===== src/rtl/clock_ctrl_pkg.sv =====
// Shared types and BCD helpers for the clock set/alarm controller.
package clock_ctrl_pkg;

  typedef enum logic [1:0] {
    RUN       = 2'd0,
    SET_TIME  = 2'd1,
    SET_ALARM = 2'd2
  } mode_t;

  typedef enum logic [1:0] {
    HOUR = 2'd0,
    MIN  = 2'd1,
    SEC  = 2'd2
  } field_t;

  typedef struct packed {
    logic [7:0] hh;
    logic [7:0] mm;
    logic [7:0] ss;
  } bcd_time_t;

  localparam int unsigned BCD_W = 8;
  localparam logic [BCD_W-1:0] HOUR_MAX = 8'h23;
  localparam logic [BCD_W-1:0] MS_MAX   = 8'h59;

  // Two-digit BCD increment; anything at/over the limit or with a bad ones digit wraps to 00.
  function automatic logic [BCD_W-1:0] bcd_inc(input logic [BCD_W-1:0] val,
                                               input logic [BCD_W-1:0] lim);
    logic [BCD_W-1:0] res;
    if (val >= lim || val[3:0] > 4'd9)
      res = 8'h00;
    else if (val[3:0] == 4'd9)
      res = {val[7:4] + 4'd1, 4'd0};
    else
      res = {val[7:4], val[3:0] + 4'd1};
    return res;
  endfunction

endpackage


===== src/rtl/key_edge_sync.sv =====
// Synchronizes one debounced key level and emits a one-cycle pulse on its rising edge.
module key_edge_sync #(
  parameter int unsigned SYNC_STAGES = 2
) (
  input  logic clk,
  input  logic rst,
  input  logic key,
  output logic press_c
);

  logic [SYNC_STAGES-1:0] sync_q;
  logic                   prev_q;

  always_ff @(posedge clk or posedge rst) begin
    if (rst) begin
      sync_q <= '0;
      prev_q <= 1'b0;
    end else begin
      sync_q <= {sync_q[SYNC_STAGES-2:0], key};
      prev_q <= sync_q[SYNC_STAGES-1];
    end
  end

  assign press_c = sync_q[SYNC_STAGES-1] & ~prev_q;

endmodule


===== src/rtl/clock_set_ctrl.sv =====
// Key-driven time/alarm editor for the digital clock, with alarm enable and buzzer timing.
module clock_set_ctrl
  import clock_ctrl_pkg::*;
#(
  parameter int unsigned SYNC_STAGES = 2,
  parameter int unsigned RING_SEC    = 30,
  parameter logic [15:0] ALARM_RST   = 16'h0700
) (
  input  logic        clk,
  input  logic        rst,
  input  logic        key_mode,
  input  logic        key_sel,
  input  logic        key_inc,
  input  logic        key_alarm,
  input  logic        tick_1s,
  input  logic [23:0] cur_time,
  input  logic        clock_out,
  output logic [23:0] set_time,
  output logic        set_time_finish,
  output logic [15:0] alarm_time,
  output logic        clock_en,
  output logic        buzzer,
  output logic [1:0]  mode,
  output logic [2:0]  blink_mask
);

  localparam int unsigned CNT_W = 8;
  localparam logic [CNT_W-1:0] RING_LEN = CNT_W'(RING_SEC);

  logic mode_p_c, sel_p_c, inc_p_c, alarm_p_c, co_rise_c, ring_end_c;

  mode_t            state_q, state_d;
  field_t           field_q, field_d;
  bcd_time_t        st_q, st_d;
  logic [15:0]      al_q, al_d;
  logic [CNT_W-1:0] cnt_q, cnt_d;
  logic             fin_q, fin_d, en_q, en_d, cen_q, cen_d;
  logic             buz_q, buz_d, armed_q, armed_d, co_q;
  logic [2:0]       blink_q, blink_d;

  key_edge_sync #(.SYNC_STAGES(SYNC_STAGES)) u_mode  (.clk(clk), .rst(rst), .key(key_mode),  .press_c(mode_p_c));
  key_edge_sync #(.SYNC_STAGES(SYNC_STAGES)) u_sel   (.clk(clk), .rst(rst), .key(key_sel),   .press_c(sel_p_c));
  key_edge_sync #(.SYNC_STAGES(SYNC_STAGES)) u_inc   (.clk(clk), .rst(rst), .key(key_inc),   .press_c(inc_p_c));
  key_edge_sync #(.SYNC_STAGES(SYNC_STAGES)) u_alarm (.clk(clk), .rst(rst), .key(key_alarm), .press_c(alarm_p_c));

  assign co_rise_c = clock_out & ~co_q;

  always_ff @(posedge clk or posedge rst) begin
    if (rst) begin
      state_q <= RUN;
      field_q <= HOUR;
      st_q    <= '0;
      al_q    <= ALARM_RST;
      cnt_q   <= '0;
      fin_q   <= 1'b1;
      en_q    <= 1'b0;
      cen_q   <= 1'b0;
      buz_q   <= 1'b0;
      armed_q <= 1'b1;
      blink_q <= 3'b000;
      co_q    <= 1'b0;
    end else begin
      state_q <= state_d;
      field_q <= field_d;
      st_q    <= st_d;
      al_q    <= al_d;
      cnt_q   <= cnt_d;
      fin_q   <= fin_d;
      en_q    <= en_d;
      cen_q   <= cen_d;
      buz_q   <= buz_d;
      armed_q <= armed_d;
      blink_q <= blink_d;
      co_q    <= clock_out;
    end
  end

  always_comb begin
    state_d    = state_q;
    field_d    = field_q;
    st_d       = st_q;
    al_d       = al_q;
    cnt_d      = cnt_q;
    en_d       = en_q;
    buz_d      = buz_q;
    armed_d    = armed_q;
    ring_end_c = 1'b0;
    blink_d    = 3'b000;

    if (buz_q && tick_1s) begin
      cnt_d = cnt_q + CNT_W'(1);
      if (cnt_d == RING_LEN) begin
        buz_d      = 1'b0;
        ring_end_c = 1'b1;
      end
    end

    // A key press during ringing only silences; mode > sel > inc otherwise.
    if (buz_q && (mode_p_c || sel_p_c || inc_p_c)) begin
      buz_d      = 1'b0;
      ring_end_c = 1'b1;
    end else begin
      case (state_q)
        RUN: begin
          if (mode_p_c) begin
            state_d = SET_TIME;
            field_d = HOUR;
            st_d    = bcd_time_t'(cur_time);
          end
        end
        SET_TIME: begin
          if (mode_p_c) begin
            state_d = SET_ALARM;
            field_d = HOUR;
          end else if (sel_p_c) begin
            case (field_q)
              HOUR:    field_d = MIN;
              MIN:     field_d = SEC;
              default: field_d = HOUR;
            endcase
          end else if (inc_p_c) begin
            case (field_q)
              HOUR:    st_d.hh = bcd_inc(st_q.hh, HOUR_MAX);
              MIN:     st_d.mm = bcd_inc(st_q.mm, MS_MAX);
              default: st_d.ss = bcd_inc(st_q.ss, MS_MAX);
            endcase
          end
        end
        default: begin
          if (mode_p_c) begin
            state_d = RUN;
            field_d = HOUR;
          end else if (sel_p_c) begin
            field_d = (field_q == HOUR) ? MIN : HOUR;
          end else if (inc_p_c) begin
            if (field_q == HOUR) al_d[15:8] = bcd_inc(al_q[15:8], HOUR_MAX);
            else                 al_d[7:0]  = bcd_inc(al_q[7:0], MS_MAX);
          end
        end
      endcase
    end

    // Armed blocks retrigger until the live hh:mm leaves the alarm minute.
    if (co_rise_c && en_q && armed_q && !buz_q) begin
      buz_d   = 1'b1;
      cnt_d   = '0;
      armed_d = 1'b0;
    end else if (!armed_q && (cur_time[23:8] != al_q)) begin
      armed_d = 1'b1;
    end

    if (alarm_p_c) begin
      en_d = ~en_q;
      if (en_q) buz_d = 1'b0;
    end

    if (state_d != RUN) begin
      case (field_d)
        HOUR:    blink_d = 3'b100;
        MIN:     blink_d = 3'b010;
        default: blink_d = 3'b001;
      endcase
    end
  end

  assign fin_d = (state_d != SET_TIME);
  assign cen_d = en_d & ~ring_end_c;

  assign set_time        = st_q;
  assign set_time_finish = fin_q;
  assign alarm_time      = al_q;
  assign clock_en        = cen_q;
  assign buzzer          = buz_q;
  assign mode            = state_q;
  assign blink_mask      = blink_q;

endmodule


===== config.mk =====
export PLATFORM = sky130hd
export DESIGN_NAME = clock_set_ctrl
export DESIGN_NICKNAME = d
export VERILOG_FILES = /design/src/rtl/clock_ctrl_pkg.sv /design/src/rtl/key_edge_sync.sv /design/src/rtl/clock_set_ctrl.sv
export SDC_FILE = /design/constraint.sdc
export NUM_CORES = 1
export LEC_CHECK = 0
export ABC_AREA = 1
export CAP_MARGIN = 10
export CORE_UTILIZATION = 52
export DETAILED_ROUTE_END_ITERATION = 8
export GPL_TIMING_DRIVEN = 0
export PLACE_DENSITY_LB_ADDON = 0.25
export SLEW_MARGIN = 30
export SYNTH_ARGS = -nofsm -noshare
export SYNTH_HDL_FRONTEND = slang
export SYNTH_SLANG_ARGS = --single-unit
export TNS_END_PERCENT = 10

===== constraint.sdc =====
create_clock -name clk -period 2.8 [get_ports clk]
set_clock_uncertainty 0.15 [all_clocks]
set_input_delay 0.28 -clock clk [delete_from_list [all_inputs] [get_ports clk]]
set_output_delay 0.28 -clock clk [all_outputs]
set_load 0.01 [all_outputs]

==> out/qor.json <==
{
  "routing": {
    "detailedRoute.firstIterationViolations": 235,
    "detail_route.wl_per_cell_um": 12.9,
    "antenna_violating_nets_remaining": 0,
    "via_density": 5.23,
    "routed_wl_um": 9070,
    "num_vias": 3664,
    "drc": 0,
    "drtPass1Iterations": 4
  },
  "critical_path": {
    "timing.critical_path.cells": "clkdlybuf4s50_1",
    "total_buffers_and_inverters_traversed_by_the_critical_path": 1,
    "critical_path_peak_fanout": 5,
    "cp_slowest_cell": "dfstp_2",
    "worst_setup_path_end_kind": "primary output",
    "critical_path.startpoint_type": "register",
    "critPathKind": "register to primary output",
    "slowest_delay_ns": 0.59,
    "critical-path-top-delay-family": "flip-flops",
    "timing.critical_path.arrival_ns": 1.48,
    "regToRegSetupSlack_ns": 0.91,
    "cp_data_required_time_ns": 2.37
  },
  "timing": {
    "setup_total_negative_slack_ns": 0,
    "postLayoutSetupSlackWorst_ns": 0.890,
    "slew-limit-headroom": 0.674,
    "report.final.hold_viol_count": 0,
    "finalCritPeriodShare": 0.682,
    "report.final.setup_viol": 0,
    "min_period_ns": 1.91,
    "final-max-slew-violation-count": 0,
    "unrepaired_setup_endpoints_after_global_routing": "no",
    "worst_margin_slew_ns": 0.489,
    "fmax_mhz": 524
  },
  "placement": {
    "gp_routability_congestion": 0.896,
    "dpl-instance-area_mm2": 0.00494,
    "post-place-ws_ns": 0.956,
    "place_hpwl_um": 6660,
    "portBuffers": 79
  },
  "cells_and_area": {
    "design.final.nets": 641,
    "num_antenna_cells": 0,
    "area.growth.synth_to_final_pct": 29.9,
    "post_route_cells_drive_above_1_share": 0.0864,
    "layout.cell_area.non_filler_mm2": 0.00521
  },
  "global_route": {
    "grt_pass1_vias": 3572,
    "grt_max_degree": 41,
    "grt_antenna_before_repair": 0,
    "global_route_wire_length_before_repair_um": 16000,
    "global_route.usage.total": 0.244,
    "grt_overflow_total": 0
  },
  "die": {
    "die-area_mm2": 0.00806,
    "floorplan_row_count": 31,
    "width_of_the_chip_um": 89.8,
    "initial_core_util": 0.544,
    "core_area_mm2": 0.00737,
    "die_height_um": 89.8,
    "io_pins": 80
  },
  "clock_network": {
    "clkSinkCount": 73,
    "postCtsResizedCells": 0,
    "insertion_delay_ns": 0.34,
    "post_cts_buffers": 0,
    "cts_tree": "yes",
    "cts_hold_buf": 0,
    "number_of_h_tree_levels": 3,
    "clockBufferDepth": 2,
    "clockRootBuffer": "clkbuf_8",
    "clock_edge_transition_at_the_registers_on_the_reported_setup_and_hold_paths_ns": 0.07,
    "cts-buffers-inserted": 9
  },
  "yosys": {
    "yosys-top-cells-area": "dfrtp_1 42%, nand2_1 12%, inv_1 6.5%, o21ai_0 5.1%, nor2_1 4.6%",
    "syn-cell-area_mm2": 0.00401,
    "syn_nets": 550,
    "synth_seq_cells": 73,
    "ys_seq_area_frac": 0.457,
    "synthesis.area_per_instance_um2": 7.92,
    "synthDominantAreaCellType": "dfrtp_1",
    "ys_warn_count": 0,
    "yosys.cell_types.count": 35,
    "yosysTopAreaCellShare": 0.425,
    "syn-instance-count": 506
  },
  "power": {
    "power_leakage_nw": 2.50,
    "power.density_mw_per_mm2": 949,
    "irDropWorstVdd_mv": 0.546
  },
  "run": {
    "cap_violations": 0
  },
  "min_path": {
    "min_delay_path_class": "input pin to async pin"
  },
  "outcome": {
    "result_of_the_run": "complete, no violations"
  }
}
[cell families after synthesis]
kind of cell | count (synthesis) | share of synthesized area
mux | 1 | 0.00250
xor+xnor | 21 | 0.0459
simple gates | 240 | 0.266
fa+ha+maj | 12 | 0.0375
buf+inv | 78 | 0.0743
compound gates | 81 | 0.117
flops | 73 | 0.457
[cell type report]
class | count | area (um^2)
fillers | 566 | 2160
multi-input cells | 355 | 1880
flip-flops and latches | 73 | 1830
repair buffers | 80 | 811
inverters | 75 | 287
clock buffers | 12 | 165
well taps | 99 | 124
clock inverters | 4 | 97.6
plain buffers | 3 | 13.8
[cell usage after synthesis]
master / instances
dfrtp_1: 68
buf_2: 2
nand4_1: 8
nor3_1: 8
o21ai_1: 1
nor2_1: 49
nor3b_1: 1
a21oi_1: 16
xor2_1: 9
ha_1: 12
nand2_1: 124
nor2_4: 2
clkbuf_1: 1
nor2_2: 1
nand4_2: 1
o21a_1: 7
a22oi_1: 1
mux2i_1: 1
o21ai_2: 1
o21ai_0: 41
nand3_1: 33
inv_1: 69
dfstp_2: 5
xnor2_1: 12
inv_2: 4
o21ai_4: 1
and3_1: 1
a21oi_2: 3
nand2_4: 4
or2_2: 2
nand2_2: 5
clkinv_2: 2
o211ai_1: 3
nor3_4: 1
o22ai_1: 7
[layout by cell type, fill, tap and decap left out, drive strengths merged, types with 9 or more instances in the layout]
| cell | synthesis | routed |
|---|---|---|
| clkdlybuf4s50 | 0 | 79 |
| dfrtp | 68 | 68 |
| nand2 | 133 | 133 |
| xor2 | 9 | 9 |
| nor2 | 52 | 52 |
| inv | 73 | 73 |
| nand4 | 9 | 9 |
| clkbuf | 1 | 13 |
| nand3 | 33 | 33 |
| nor3 | 9 | 9 |
| a21oi | 19 | 19 |
| o21ai | 44 | 44 |
| ha | 12 | 12 |
| xnor2 | 12 | 12 |
[flip-flops by register name, indices dropped and copies added, names as in the netlist]
signal / cells
clock_en: 1
u_sel.sync_q: 2
blink_mask: 3
buzzer: 1
mode: 2
u_mode.prev_q: 1
u_mode.sync_q: 2
set_time_finish: 1
u_sel.prev_q: 1
set_time: 24
armed_q: 1
co_q: 1
cnt_q: 8
u_inc.prev_q: 1
u_alarm.prev_q: 1
field_q: 2
en_q: 1
u_alarm.sync_q: 2
u_inc.sync_q: 2
alarm_time: 16
[worst paths after layout]
kind	startpoint	endpoint	cells after the start
setup / recovery	alarm_time[8]	alarm_time[8]	1
hold / removal	rst	alarm_time[7]	2
setup reg to reg	u_mode.sync_q[1]	alarm_time[3]	8
hold reg to reg	u_inc.sync_q[0]	u_inc.sync_q[1]	0
max in group asynchronous	rst	set_time_finish	3
min in group clk	u_inc.sync_q[0]	u_inc.sync_q[1]	0
[metal layers]
metal	part of all wire	global-route usage	vias up	wire (um)
li1	-	-	1808	-
met1	0.43	0.307	1734	3910
met2	0.51	0.423	111	4580
met3	0.055	0.0584	11	498
met4	0.0082	0.0628	0	74
met5	0	0	-	0
[where the power goes]
group	total, W	internal (W)	switching [W]
clock network	0.00106	0.000665	0.000392
logic	0.00217	0.000941	0.00123
registers	0.00172	0.00137	0.000344
total	0.00494	0.00298	0.00196
[stage by stage]
stage,instances,power (W),utilization,hold WS [ns]
final,701,0.00494,0.707,0.140
after floorplan,506,0.00302,-,0.161
after CTS,701,0.00496,0.707,0.150
after global placement,684,0.00380,0.668,0.185
after global routing,701,0.00533,0.707,0.173
after detailed placement,685,0.00388,0.671,0.185
No activity file was read; power rests on OpenSTA's default activity.
